**config.mk**
```make
export PLATFORM = sky130hd
export DESIGN_NAME = clock_counter
export DESIGN_NICKNAME = d
export VERILOG_FILES = /design/src/rtl/clock_counter.sv
export SDC_FILE = /design/constraint.sdc
export NUM_CORES = 1
export LEC_CHECK = 0
export ABC_AREA = 1
export BUFFER_PORTS_ARGS = -buffer_cell sky130_fd_sc_hd__buf_4
export CORE_MARGIN = 4
export CORE_UTILIZATION = 30
export CTS_CLUSTER_DIAMETER = 30
export DETAILED_ROUTE_END_ITERATION = 8
export GPL_ROUTABILITY_DRIVEN = 0
export GPL_TIMING_DRIVEN = 0
export PLACE_DENSITY_LB_ADDON = 0.3
export SYNTH_ARGS = -nofsm -noshare
export SYNTH_HDL_FRONTEND = slang
export SYNTH_SLANG_ARGS = --single-unit
```
**constraint.sdc**
```tcl
create_clock -name CP -period 3.5 [get_ports CP]
set_input_delay 0.175 -clock CP [delete_from_list [all_inputs] [get_ports CP]]
set_output_delay 0.175 -clock CP [all_outputs]
set_load 0.01 [all_outputs]
```
**src/rtl/clock_counter.sv**
```systemverilog
// clock_counter: 24-hour BCD time-of-day counter driven by a synchronized 1 Hz strobe.
// Optional top-of-hour chime enabled by defining CLOCK_CHIME_EN.
module clock_counter #(
   parameter int unsigned SYNC_STAGES = 2,
   parameter logic [7:0]  INIT_HOUR   = 8'h00,
   parameter logic [7:0]  INIT_MIN    = 8'h00
) (
   input  logic       CP,
   input  logic       CR,
   input  logic       CP_1Hz,
   input  logic       adj_en,
   input  logic       inc_hour,
   input  logic       inc_min,
   output logic [7:0] hour_bcd,
   output logic [7:0] min_bcd,
   output logic [7:0] sec_bcd,
   output logic       carry_day,
   output logic       chime_lo,
   output logic       chime_hi
);

   logic [SYNC_STAGES-1:0] sync_q;
   logic                   edge_q;
   logic                   tick_q;
   logic                   sync_out;

   logic [7:0] hour_n;
   logic [7:0] min_n;
   logic [7:0] sec_n;
   logic       carry_n;

   assign sync_out = sync_q[SYNC_STAGES-1];

   // Flops reset high so a level already high at release is not a tick.
   always_ff @(posedge CP or posedge CR) begin
      if (CR) begin
         sync_q <= '1;
         edge_q <= 1'b1;
         tick_q <= 1'b0;
      end else begin
         sync_q <= {sync_q[SYNC_STAGES-2:0], CP_1Hz};
         edge_q <= sync_out;
         tick_q <= sync_out & ~edge_q;
      end
   end

   function automatic logic [7:0] inc_mod60(input logic [7:0] v);
      if (v[3:0] == 4'd9) begin
         if (v[7:4] == 4'd5) begin
            return 8'h00;
         end
         return {v[7:4] + 4'd1, 4'd0};
      end
      return {v[7:4], v[3:0] + 4'd1};
   endfunction

   function automatic logic [7:0] inc_mod24(input logic [7:0] v);
      if (v == 8'h23) begin
         return 8'h00;
      end
      if (v[3:0] == 4'd9) begin
         return {v[7:4] + 4'd1, 4'd0};
      end
      return {v[7:4], v[3:0] + 4'd1};
   endfunction

   always_comb begin
      hour_n  = hour_bcd;
      min_n   = min_bcd;
      sec_n   = sec_bcd;
      carry_n = 1'b0;
      unique case (1'b1)
         adj_en: begin
            sec_n = 8'h00;
            if (inc_min) begin
               min_n = inc_mod60(min_bcd);
            end
            if (inc_hour) begin
               hour_n = inc_mod24(hour_bcd);
            end
         end
         (tick_q & ~adj_en): begin
            sec_n = inc_mod60(sec_bcd);
            if (sec_bcd == 8'h59) begin
               min_n = inc_mod60(min_bcd);
               if (min_bcd == 8'h59) begin
                  hour_n  = inc_mod24(hour_bcd);
                  carry_n = (hour_bcd == 8'h23);
               end
            end
         end
         default: begin
         end
      endcase
   end

   always_ff @(posedge CP or posedge CR) begin
      if (CR) begin
         hour_bcd  <= INIT_HOUR;
         min_bcd   <= INIT_MIN;
         sec_bcd   <= 8'h00;
         carry_day <= 1'b0;
      end else begin
         hour_bcd  <= hour_n;
         min_bcd   <= min_n;
         sec_bcd   <= sec_n;
         carry_day <= carry_n;
      end
   end

`ifdef CLOCK_CHIME_EN
   logic chime_lo_n;
   logic chime_hi_n;

   // Decoded from the next count so chimes move with sec_bcd.
   always_comb begin
      chime_lo_n = 1'b0;
      chime_hi_n = 1'b0;
      if (!adj_en && min_n == 8'h59) begin
         unique case (sec_n)
            8'h51, 8'h53, 8'h55, 8'h57: chime_lo_n = 1'b1;
            8'h59:                      chime_hi_n = 1'b1;
            default: begin
            end
         endcase
      end
   end

   always_ff @(posedge CP or posedge CR) begin
      if (CR) begin
         chime_lo <= 1'b0;
         chime_hi <= 1'b0;
      end else begin
         chime_lo <= chime_lo_n;
         chime_hi <= chime_hi_n;
      end
   end
`else
   assign chime_lo = 1'b0;
   assign chime_hi = 1'b0;
`endif

endmodule

```
==> results.sh, run 1 <==
export IMPL_dpl_cell_area_um2=1950
export IMPL_clkTransAtPathRegs_ns=0.06
export IMPL_total_power_mw=1.11
export IMPL_place_port_buffers=30
export IMPL_post_cts_setup_buffers=0
export IMPL_yosys_register_bits=29
export IMPL_fin_tns_setup_ns=0
export IMPL_via_count=1338
export IMPL_rsz0062_at_grt="false"
export IMPL_cts_htree_levels=2
export IMPL_syn_to_final_growth_pct=25.3
export IMPL_routedWlPerCell_um=10.7
export IMPL_drt_pass1_iterations=4
export IMPL_yosysUniqueCellTypes=32
export IMPL_synth_cells=191
export IMPL_dpl_hpwl_um=2420
export IMPL_status="finished, final reports clean"
export IMPL_wl_um=3210
export IMPL_maxCapViolCount=0
export IMPL_fin_crit_ns=1.56
export IMPL_grt_pass1_vias=1242
export IMPL_max_freq_ghz=0.643
export IMPL_dieArea_um2=6690
export IMPL_drv_slew=0
export IMPL_final_cell_area_um2=2050
export IMPL_clock_skew_ns=0.00831
export IMPL_yosysSeqAreaShare_pct=44.6
export IMPL_setup_viol=0
export IMPL_num_rows=26
export IMPL_io_pins=33
export IMPL_critPathKind="flip-flop to flip-flop"
export IMPL_crit_fanout=7
export IMPL_fin_crit_sh_pct=44.5
export IMPL_grt_ovfl_total=0
export IMPL_grt_max_degree=30
export IMPL_async_flop_share_pct=100
export IMPL_cts_tree="yes"
export IMPL_holdWs_ns=0.186
export IMPL_p_leak_nw=1.05
export IMPL_clk_path_buf_depth=2
export IMPL_cts_num_sinks=29
export IMPL_yosysWarnings=0
export IMPL_layout_drive_gt1_share_pct=24.3
export IMPL_insertion_delay_ns=0.28
export IMPL_required_ns=3.67
export IMPL_antenna_found_initial=0
export IMPL_hold_class="input port to async pin"
export IMPL_worst_slew_pin_slew_ns=1.11
export IMPL_synth_edf_count=0
export IMPL_peakVddDrop_mv=0.228
export IMPL_start_util_pct=31.4
export IMPL_die_height_um=81.8
export IMPL_worst_slack_ns=1.94
export IMPL_grt_usage_pct=10.9
export IMPL_synth_avg_cell_area_um2=8.56
export IMPL_drc=0
export IMPL_nNetsFinal=246
export IMPL_cp_end_kind="flip-flop"
export IMPL_power_density_nw_per_um2=542
export IMPL_synth_area_um2=1630
export IMPL_startpoint_type="flip-flop"
export IMPL_grt_pass1_wl_um=5630
export IMPL_fill_cells=554
export IMPL_diodes=0
export IMPL_vias_per_cell=4.46
export IMPL_finalHoldViolCount=0
export IMPL_r2r_cells=9
export IMPL_dp_slack_ns=1.93
export IMPL_drt_iter0_drc=59
export IMPL_relSlewSlack_pct=25.9
export IMPL_critPathArrivalTime_ns=1.72
export IMPL_cts_buffers=5
export IMPL_ant_nets=0
export IMPL_synth_main_ff_cell="dfrtp_1"
export IMPL_clockRootBuffer="clkbuf_8"
export IMPL_die_w_um=81.8
export IMPL_core_area_um2=5200
-- metal layers --
layer  share of wire (%)  track usage, %  vias up
met4                 1.7            4.49        0
met1                  47            14.4      611
met5                   0               0        -
li1                    -               -      696
met2                  47            16.8       24
met3                 4.4            2.96        7
-- through the flow --
| stage | instances | util, % |
|---|---|---|
| 2_1_floorplan | 192 | - |
| 3_3_place_gp | 292 | 37.5 |
| 3_5_place_dp | 292 | 37.5 |
| 4_1_cts | 300 | 39.3 |
| 5_1_grt | 300 | 39.3 |
| 6_report | 300 | 39.3 |
-- Yosys cell counts (2+ instances only) --
cell type	instances	area, um^2
o21ai_2	2	17.5
o22ai_1	3	18.8
nand3b_1	2	15.0
inv_1	21	78.8
dfrtp_1	26	651
nor2_4	3	33.8
nand2_4	2	22.5
o21ai_0	6	30.0
xor2_1	4	35.0
nor2_1	21	78.8
dfstp_2	3	78.8
ha_1	10	125
buf_4	2	15.0
o21ai_1	3	15.0
nor3_1	2	10.0
a21oi_1	2	10.0
nand3_2	3	30.0
nand4_1	6	37.5
nand3_1	14	70.1
nand2_1	44	165
-- report_power, final --
| group | switching [mW] | internal (mW) |
|---|---|---|
| sequential | 0.0870 | 0.398 |
| combinational | 0.181 | 0.172 |
| clock | 0.115 | 0.155 |
-- final cells by class --
class	instances	area [um^2]	share of cell area, %
plain buffers	3	26.3	1.28
well taps	70	87.6	4.28
clock buffers	7	86.3	4.22
flip-flops and latches	29	729	35.6
multi-input cells	138	800	39.1
inverters	22	82.6	4.03
repair buffers	31	235	11.5
-- path summary, 6_finish.rpt --
kind                                        start                      end  slack [ns]
setup / recovery           sec_bcd[1]$_DFFE_PP0P_  hour_bcd[5]$_DFFE_PP0P_        1.94
hold / removal                                 CR   sec_bcd[3]$_DFFE_PP0P_        0.19
setup reg to reg           sec_bcd[1]$_DFFE_PP0P_  hour_bcd[5]$_DFFE_PP0P_        1.94
hold reg to reg               sync_q[0]$_DFF_PP1_      sync_q[1]$_DFF_PP1_        0.36
max in group asynchronous                      CR   sec_bcd[7]$_DFFE_PP0P_        2.64
min in group CP                            adj_en   sec_bcd[0]$_DFFE_PP0P_        0.23
-- cell usage in the layout (no fill, tap or decap), types with 3 or more instances in the layout --
master,synthesis,final
buf_4,2,32
o21ai_1,3,3
nor2_4,3,3
xor2_1,4,4
nand3_1,14,14
o21ai_0,6,6
dfstp_2,3,3
nand3_2,3,3
clkbuf_8,0,6
nand4_1,6,6
inv_1,21,21
nand2_1,44,44
nor2_1,21,21
o22ai_1,3,3
dfrtp_1,26,26
ha_1,10,10
-- what timing repair did --
item / in CTS / in global routing
endpoints found under the hold margin: 1 / 0
hold buffers: 1 / 0
gates resized for setup: 0 / 0
setup endpoints to repair: 0 / 0
-- flip-flops by register name (all words and copies together), names as in the netlist --
register / flops
carry_day: 1
edge_q: 1
hour_bcd: 8
min_bcd: 8
sec_bcd: 8
sync_q: 2
tick_q: 1
-- kinds of logic (layout without fill, tap and decap cells) --
family	count (synthesis)	in the layout	share of synthesized area, %
xor gates and xnor gates	6	6	3.68
muxes	1	1	0.613
adders and majority gates	10	10	7.66
AOI/OAI and AO/OA	19	19	7.04
buffers and inverters	25	63	6.66
DFF	29	29	44.6
and+or+nand+nor	100	100	29.5
other	1	2	0.229
-- critical path: stages, from the launching register on --
cell and delay, ns:
dfrtp_1 0.40, inv_1 0.08, ha_1 0.16, nand2_1 0.05, nor2_1 0.17, nand3_2 0.14
nand2_2 0.19, nand3_2 0.13, nand2_1 0.08, nand2_1 0.04
No activity file was read; power rests on OpenSTA's default activity.
==> run 2: changes to the inputs <==
==> constraint.sdc (replaced) <==
create_clock -name CP -period 1.53 [get_ports CP]
set_input_delay 0.0765 -clock CP [delete_from_list [all_inputs] [get_ports CP]]
set_output_delay 0.0765 -clock CP [all_outputs]
set_load 0.01 [all_outputs]
==> run 2 against run 1 <==
Flip-flop and latch count did not move. Clock power rose by 130%. Register-to-register slack got worse by 1.9 ns. Critical path type unchanged. Setup slack got worse by 1.9 ns. Sequential share of layout area fell by 2.2 points. Highest routed layer unchanged. Clock skew rose by 0.00085 ns. Largest power group unchanged.
==> results.sh, run 2 (synthesized netlist as in run 1, its figures left out) <==
export IMPL_status="finished, final reports clean"
export IMPL_drv_slew=0
export IMPL_num_rows=26
export IMPL_grt_pass1_vias=1252
export IMPL_insertion_delay_ns=0.28
export IMPL_holdWs_ns=0.0835
export IMPL_diodes=0
export IMPL_drc=0
export IMPL_fin_crit_ns=1.46
export IMPL_relSlewSlack_pct=26.2
export IMPL_final_cell_area_um2=2190
export IMPL_dieArea_um2=6690
export IMPL_fin_crit_sh_pct=95.5
export IMPL_cts_buffers=5
export IMPL_dp_slack_ns=-0.0380
export IMPL_clockRootBuffer="clkbuf_8"
export IMPL_total_power_mw=2.60
export IMPL_grt_pass1_wl_um=5640
export IMPL_finalHoldViolCount=0
export IMPL_clock_skew_ns=0.00917
export IMPL_drt_iter0_drc=65
export IMPL_ant_nets=0
export IMPL_dpl_hpwl_um=2420
export IMPL_cts_htree_levels=2
export IMPL_die_w_um=81.8
export IMPL_vias_per_cell=4.46
export IMPL_antenna_found_initial=0
export IMPL_worst_slack_ns=0.0694
export IMPL_clk_path_buf_depth=2
export IMPL_final_cell_mix="nand2_1 (41), buf_4 (41), dfrtp_1 (23), inv_1 (19), nor2_1 (19)"
export IMPL_maxCapViolCount=0
export IMPL_fin_cells=310
export IMPL_critPathKind="flip-flop to flip-flop"
export IMPL_peakVddDrop_mv=0.524
export IMPL_critPathSlowestCell="dfrtp_1"
export IMPL_startpoint_type="flip-flop"
export IMPL_nNetsFinal=256
export IMPL_grt_max_degree=30
export IMPL_crit_family="simple AND/OR/NAND/NOR gates"
export IMPL_dpl_cell_area_um2=1950
export IMPL_dpl_cell_count=292
export IMPL_max_freq_ghz=0.685
export IMPL_hold_class="input port to async pin"
export IMPL_grt_ovfl_total=0
export IMPL_required_ns=1.70
export IMPL_start_util_pct=31.4
export IMPL_routedWlPerCell_um=11.1
export IMPL_via_count=1382
export IMPL_fill_cells=544
export IMPL_wl_um=3430
export IMPL_die_height_um=81.8
export IMPL_io_pins=33
export IMPL_cts_tree="yes"
export IMPL_slowest_delay_ns=0.40
export IMPL_crit_fanout=4
export IMPL_path_cells="inv_2 > ha_2 > nand2_2 > nor2_4 > nand3_4 > o21ai_4 > nand2_2 > nand2_1 > nand2_1"
export IMPL_clkTransAtPathRegs_ns=0.06
export IMPL_worst_slew_pin_slew_ns=1.11
export IMPL_critPathArrivalTime_ns=1.63
export IMPL_syn_to_final_growth_pct=34.0
export IMPL_utilization_pct=42.1
export IMPL_reg_largest_list="hour_bcd: 8 flops, min_bcd: 8 flops, sec_bcd: 8 flops"
export IMPL_setup_viol=0
export IMPL_cts_num_sinks=29
export IMPL_cp_end_kind="flip-flop"
export IMPL_grt_usage_pct=10.9
export IMPL_cp_num_buf_inv=1
export IMPL_drt_pass1_iterations=4
export IMPL_layout_drive_gt1_share_pct=32.5
export IMPL_power_density_nw_per_um2=1190
export IMPL_core_area_um2=5200
export IMPL_p_leak_nw=1.10
export IMPL_fin_tns_setup_ns=0
export IMPL_place_port_buffers=30
==> run 2: changes by cell type in the layout (fill, tap and decap cells not counted), sizes merged <==
cell	previous run	this run
buf	33	43
==> run 2: worst paths after layout <==
check	from	to	slack, ns	cells past startpoint
setup / recovery	sec_bcd[1]$_DFFE_PP0P_	min_bcd[5]$_DFFE_PP0P_	0.07	9
hold / removal	CR	sec_bcd[3]$_DFFE_PP0P_	0.08	2
setup reg to reg	sec_bcd[1]$_DFFE_PP0P_	min_bcd[5]$_DFFE_PP0P_	0.07	9
hold reg to reg	sync_q[0]$_DFF_PP1_	sync_q[1]$_DFF_PP1_	0.36	0
max in group asynchronous	CR	sec_bcd[0]$_DFFE_PP0P_	0.70	2
min in group CP	adj_en	sec_bcd[0]$_DFFE_PP0P_	0.13	4
==> run 2: power by group <==
| part | leakage [nW] | internal [mW] | switching, mW |
|---|---|---|---|
| registers | 0.375 | 0.914 | 0.196 |
| clock network | 0.0443 | 0.356 | 0.264 |
| logic | 0.677 | 0.421 | 0.447 |
| total | 1.10 | 1.69 | 0.907 |
==> run 2: cell type report <==
cell class | count | area (um^2) | area share, %
Buffer | 3 | 26.3 | 1.20
Clock buffer | 7 | 86.3 | 3.94
Inverter | 22 | 82.6 | 3.77
Multi-Input combinational cell | 138 | 860 | 39.3
Sequential cell | 29 | 733 | 33.5
Tap cell | 70 | 87.6 | 4.00
Timing Repair Buffer | 41 | 314 | 14.3
==> run 2: repair_timing <==
| action | in CTS | in global routing |
|---|---|---|
| pin swaps | 0 | 6 |
| setup endpoints to repair | 10 | 20 |
| setup buffers | 2 | 7 |
| gates cloned | 0 | 1 |
| hold buffers | 1 | 0 |
| endpoints found under the hold margin | 1 | 0 |
| gates resized for setup | 4 | 17 |
==> run 2: per-layer routing <==
metal	track usage (%)	routed length [um]
met5	0	0
met3	2.96	152
met1	14.4	1570
met2	16.9	1650
met4	4.49	56
